[config.mk]
export PLATFORM = sky130hd
export DESIGN_NAME = store_forward_buffer
export DESIGN_NICKNAME = d
export VERILOG_FILES = /design/src/rtl/store_forward_buffer.sv
export SDC_FILE = /design/constraint.sdc
export NUM_CORES = 1
export LEC_CHECK = 0
export ABC_AREA = 1
export BUFFER_PORTS_ARGS = -buffer_cell sky130_fd_sc_hd__buf_2
export CAP_MARGIN = 25
export CORE_MARGIN = 10
export CORE_UTILIZATION = 30
export CTS_CLUSTER_SIZE = 8
export DETAILED_ROUTE_END_ITERATION = 12
export GPL_ROUTABILITY_DRIVEN = 1
export PLACE_DENSITY = 0.59
export SYNTH_ARGS = -nofsm -noshare
export SYNTH_HDL_FRONTEND = slang
export SYNTH_SLANG_ARGS = --single-unit
export TNS_END_PERCENT = 50
[constraint.sdc]
create_clock -name CLK -period 6.95 [get_ports CLK]
set_clock_uncertainty 0.15 [all_clocks]
set_input_delay 0.695 -clock CLK [delete_from_list [all_inputs] [get_ports CLK]]
set_output_delay 0.695 -clock CLK [all_outputs]
set_load 0.1 [all_outputs]
[src/rtl/store_forward_buffer.sv]
// Post-MEM store buffer: in-order drain to data memory with
// youngest-entry store-to-load forwarding and partial-overlap stall.
module store_forward_buffer #(
    parameter int DEPTH      = 4,
    parameter int ADDR_WIDTH = 32,
    parameter int DATA_WIDTH = 32
) (
    input  logic                         CLK,
    input  logic                         RESET_N,
    input  logic                         ST_VALID,
    input  logic [ADDR_WIDTH-1:0]        ST_ADDR,
    input  logic [DATA_WIDTH-1:0]        ST_DATA,
    input  logic [DATA_WIDTH/8-1:0]      ST_MASK,
    output logic                         ST_READY,
    input  logic                         LD_VALID,
    input  logic [ADDR_WIDTH-1:0]        LD_ADDR,
    input  logic [DATA_WIDTH/8-1:0]      LD_MASK,
    output logic                         LD_FWD_HIT,
    output logic [DATA_WIDTH-1:0]        LD_FWD_DATA,
    output logic                         LD_STALL,
    output logic                         MEM_WR_VALID,
    output logic [ADDR_WIDTH-1:0]        MEM_WR_ADDR,
    output logic [DATA_WIDTH-1:0]        MEM_WR_DATA,
    output logic [DATA_WIDTH/8-1:0]      MEM_WR_MASK,
    input  logic                         MEM_WR_READY,
    input  logic                         DRAIN_REQ,
    output logic                         EMPTY,
    output logic [$clog2(DEPTH+1)-1:0]   COUNT
);

    localparam int MW = DATA_WIDTH / 8;
    localparam int PW = (DEPTH > 1) ? $clog2(DEPTH) : 1;
    localparam int CW = $clog2(DEPTH + 1);
    localparam int WW = ADDR_WIDTH - 2;

    logic [PW-1:0] head_q, head_d;
    logic [PW-1:0] tail_q, tail_d;
    logic [CW-1:0] count_q, count_d;
    logic [DEPTH-1:0] valid_q, valid_d;

    logic [WW-1:0]         waddr_q [DEPTH];
    logic [DATA_WIDTH-1:0] data_q  [DEPTH];
    logic [MW-1:0]         mask_q  [DEPTH];

    logic enq;
    logic deq;
    logic [WW-1:0] ld_word;

    logic          found;
    logic [PW-1:0] sel;
    logic [PW-1:0] idx;
    logic          covers;

    logic unused_addr_lsb;

    assign unused_addr_lsb = ^{ST_ADDR[1:0], LD_ADDR[1:0]};

    assign EMPTY        = (count_q == '0);
    assign COUNT        = count_q;
    assign ST_READY     = (count_q < CW'(DEPTH)) && !DRAIN_REQ;
    assign MEM_WR_VALID = !EMPTY;
    assign MEM_WR_ADDR  = {waddr_q[head_q], 2'b00};
    assign MEM_WR_DATA  = data_q[head_q];
    assign MEM_WR_MASK  = mask_q[head_q];

    assign enq = ST_VALID && ST_READY;
    assign deq = MEM_WR_VALID && MEM_WR_READY;

    always_comb begin
        head_d  = head_q;
        tail_d  = tail_q;
        count_d = count_q;
        valid_d = valid_q;
        if (deq) begin
            head_d          = head_q + PW'(1);
            valid_d[head_q] = 1'b0;
        end
        if (enq) begin
            tail_d          = tail_q + PW'(1);
            valid_d[tail_q] = 1'b1;
        end
        unique case (1'b1)
            (enq && !deq): count_d = count_q + CW'(1);
            (deq && !enq): count_d = count_q - CW'(1);
            default:       count_d = count_q;
        endcase
    end

    always_ff @(posedge CLK or negedge RESET_N) begin
        if (!RESET_N) begin
            head_q  <= '0;
            tail_q  <= '0;
            count_q <= '0;
            valid_q <= '0;
        end else begin
            head_q  <= head_d;
            tail_q  <= tail_d;
            count_q <= count_d;
            valid_q <= valid_d;
        end
    end

    // Payload storage has no reset; valid_q qualifies every use.
    always_ff @(posedge CLK) begin
        if (enq) begin
            waddr_q[tail_q] <= ST_ADDR[ADDR_WIDTH-1:2];
            data_q[tail_q]  <= ST_DATA;
            mask_q[tail_q]  <= ST_MASK;
        end
    end

    assign ld_word = LD_ADDR[ADDR_WIDTH-1:2];

    // Walk oldest to youngest so the last match wins.
    always_comb begin
        found = 1'b0;
        sel   = head_q;
        idx   = head_q;
        for (int i = 0; i < DEPTH; i++) begin
            idx = head_q + PW'(i);
            if (valid_q[idx] &&
                (waddr_q[idx] == ld_word) &&
                ((mask_q[idx] & LD_MASK) != '0)) begin
                found = 1'b1;
                sel   = idx;
            end
        end
    end

    assign covers = ((LD_MASK & ~mask_q[sel]) == '0);

    always_comb begin
        LD_FWD_HIT  = 1'b0;
        LD_STALL    = 1'b0;
        LD_FWD_DATA = '0;
        if (LD_VALID && found) begin
            if (covers) begin
                LD_FWD_HIT  = 1'b1;
                LD_FWD_DATA = data_q[sel];
            end else begin
                LD_STALL = 1'b1;
            end
        end
    end

endmodule

==> flow_summary_export.csv <==
group,metric,value,unit
status,status,"finished clean",
final_layout,finalNonFillerCells,3097,
die,io_pins,218,
synthesis,ys_async_sr_fraction,4.00,%
final_layout,drive_above_1_share,12.7,%
synthesis,ys_ff_latch,275,
grt,grt-ovfl-total,0,
clocking,cts_buffers,41,
routing,wl_per_cell,20.3,um
clocking,postCtsSetupBuffers,0,
die,initial_core_util,30.4,%
synthesis,synth_area_leaders,"edfxtp_1 (47%), nand2_1 (15%), nand3_1 (9.7%), nor2_1 (5.4%), o21ai_0 (5.4%)",
routing,drtAntennaViolNets,0,
die,die_w,256,um
critical_path,crit_top_cell,"nand2_1",
critical_path,cp.arrival,5.53,ns
synthesis,yosysTopAreaCell,"edfxtp_1",
clocking,clk-insertion-delay-late,0.57,ns
critical_path,cp.required,6.11,ns
die,coreArea,0.0551,mm^2
die,chipHeight,256,um
routing,vias,16200,
timing,hold_violations,0,
min_path,min_path_type,"primary input to flop",
placed_design,gp_congestion,0.978,
synthesis,synth_most_common_cell,"nand2_1",
die,rows,86,
routing,wl_met1,25400,um
timing,drv_slew,0,
synthesis,syn_area,0.0167,mm^2
clocking,cts-root-buf,"clkbuf_16",
critical_path,worstPathCellList,"inv_6 > buf_12 > nand2_1 > nand3_1 > nand2_1 > xor2_1 > nand3_1 > nand3b_1 > nor2_1 > nand2_1 > nand2_1 > nand2_2 > nand2_2 > buf_4 > o21ai_0 > o22ai_1 > inv_1 > nor2_1 > buf_2",
timing,fin_crit_sh,91.7,%
critical_path,crit_buf_inv,5,
synthesis,ys_top_cells_by_count,"nand2_1 (680), nand3_1 (324), edfxtp_1 (264)",
routing,route.detailed.drc,0,
clocking,cts_tree,"done",
final_layout,final_net_count,2450,
routing,drt_iter0_drc,1607,
timing,finalSetupTns,0,ns
critical_path,critPathMaxFanout,203,
timing,clock.fmax,157,MHz
synthesis,ys_warn_count,0,
placed_design,portBuffers,211,
clocking,clkSlewWorstSetupHoldPaths,0.05,ns
grt,track_usage,18.5,%
synthesis,synthDistinctLibCells,40,
clocking,cts_sinks,275,
routing,viasPerCell,5.22,
grt,grt_first_pass_wirelength,93600,um
grt,grt_pass1_vias,15500,
clocking,h-tree-depth,2,
critical_path,cp_slowest_cell,"buf_12",
routing,routed_wl,62900,um
final_layout,syn_to_final_growth,17.5,%
critical_path,worstSetupPathType,"flop to output port",
critical_path,critPathMaxStageDelay,0.65,ns
placed_design,placedCellCount,3034,
grt,antenna_found_initial,20,
timing,grt_setup_unrepaired,"no",
synthesis,synthCells,2162,
routing,routed.top_layer,"met5",
routing,wl_met2,29200,um
critical_path,end_kind,"output port",
synthesis,synth_edf_count,264,
clocking,clock_path_buffers,3,
timing,setup_viol,0,
synthesis,synth_top_area_share,47.4,%
routing,met3WireLength,6030,um
grt,grt_max_degree,213,
placed_design,dp_hpwl,44400,um
die,dieArea,0.0656,mm^2
timing,tightest_slew,0.930,ns
synthesis,synth_area_per_cell,7.73,um^2
routing,firstDrtPassIters,6,
synthesis,yosysSeqAreaShare,49.1,%
timing,maxSlewHeadroom,37.3,%
synthesis,synth-main-ff-cell,"edfxtp_1",
flow_run,cap_violations,0,
critical_path,start_kind,"flop",
timing,fin_crit,6.37,ns
clocking,cts-resized-gates,0,
critical_path,crit_family,"buffers and inverters",
[worst reg2reg max path, stage by stage (launching register included)]
cell	delay, ns
dfrtp_1	0.42
nor2_1	0.14
nand2_1	0.36
nor2_4	0.66
buf_16	0.24
buf_4	0.61
[path summary, 6_finish.rpt]
check | startpoint | end | slack, ns | cells after the start
hold / removal | ST_ADDR[18] | waddr_q[3][16] | 0.18 | 1
min in group asynchronous | RESET_N | COUNT[1] | 0.38 | 2
max in group asynchronous | RESET_N | head_q[1] | 6.04 | 2
setup / recovery | head_q[0] | LD_FWD_DATA[27] | 0.58 | 19
hold reg to reg | valid_q[3] | valid_q[3] | 0.38 | 2
setup reg to reg | COUNT[2] | mask_q[3][3] | 3.92 | 5
[flip-flops by register name, indices dropped and copies added (netlist names)]
register,cells
waddr_q,120
valid_q,4
mask_q,16
COUNT,3
tail_q,2
head_q,2
data_q,128
[layout by cell type (no fill, tap or decap), drive strengths merged, types with 5 or more instances in the layout]
cell / instances
nor3: 12
and2: 19
edfxtp: 264
or2: 5
ha: 9
o22ai: 64
a31oi: 5
buf: 233
nand3: 325
xor2: 26
nor2: 241
clkinv: 7
clkbuf: 53
nand3b: 6
o21ai: 182
nand4: 26
a21oi: 11
o211ai: 8
inv: 137
nand2: 682
dfrtp: 11
mux2i: 6
[per-layer routing]
metal  vias up  global-route usage [%]
li1       7678                       -
met1      7583                    22.3
met2       744                    30.1
met3       140                    5.92
met4        30                    7.17
met5         -                       0
[final cells by class]
cell class / instances / area, um^2
Antenna cell: 2 / 5.00
Clock buffer: 53 / 1090
Clock inverter: 7 / 57.6
Fill cell: 5798 / 35400
Inverter: 137 / 522
Multi-Input combinational cell: 1641 / 7520
Sequential cell: 275 / 8210
Tap cell: 748 / 936
Timing Repair Buffer: 234 / 1300
[per-stage QoR]
step                      util (%)  area (um^2)  setup WS, ns  hold WS (ns)
final                         35.7        19600         0.580         0.182
after global routing          35.7        19600        0.0981         0.173
after CTS                     35.7        19600         0.576         0.149
after detailed placement      33.6        18500          1.24         0.372
after global placement        33.5        18500          1.29         0.363
after floorplan                  -        16700         0.317         0.249
[cells by family after synthesis]
family                   count (synthesis)  share of synthesized area [%]
AND/OR/NAND/NOR                       1320                           33.2
multiplexers                             6                          0.359
other                                    1                         0.0224
buffers and inverters                  247                           6.16
adder cells (fa/ha/maj)                 10                          0.793
AO/OA/AOI/OAI                          275                           8.96
flip-flops                             275                           49.1
XOR/XNOR                                28                           1.47
[what timing repair did]
action,4_1_cts,5_1_grt
setup endpoints to repair,0,0
hold endpoints to repair,11,0
hold buffers,1,0
Power is left out: the tool's default activity adds up to more than one toggle a clock period on the data nets, which glitch-free logic cannot reach.
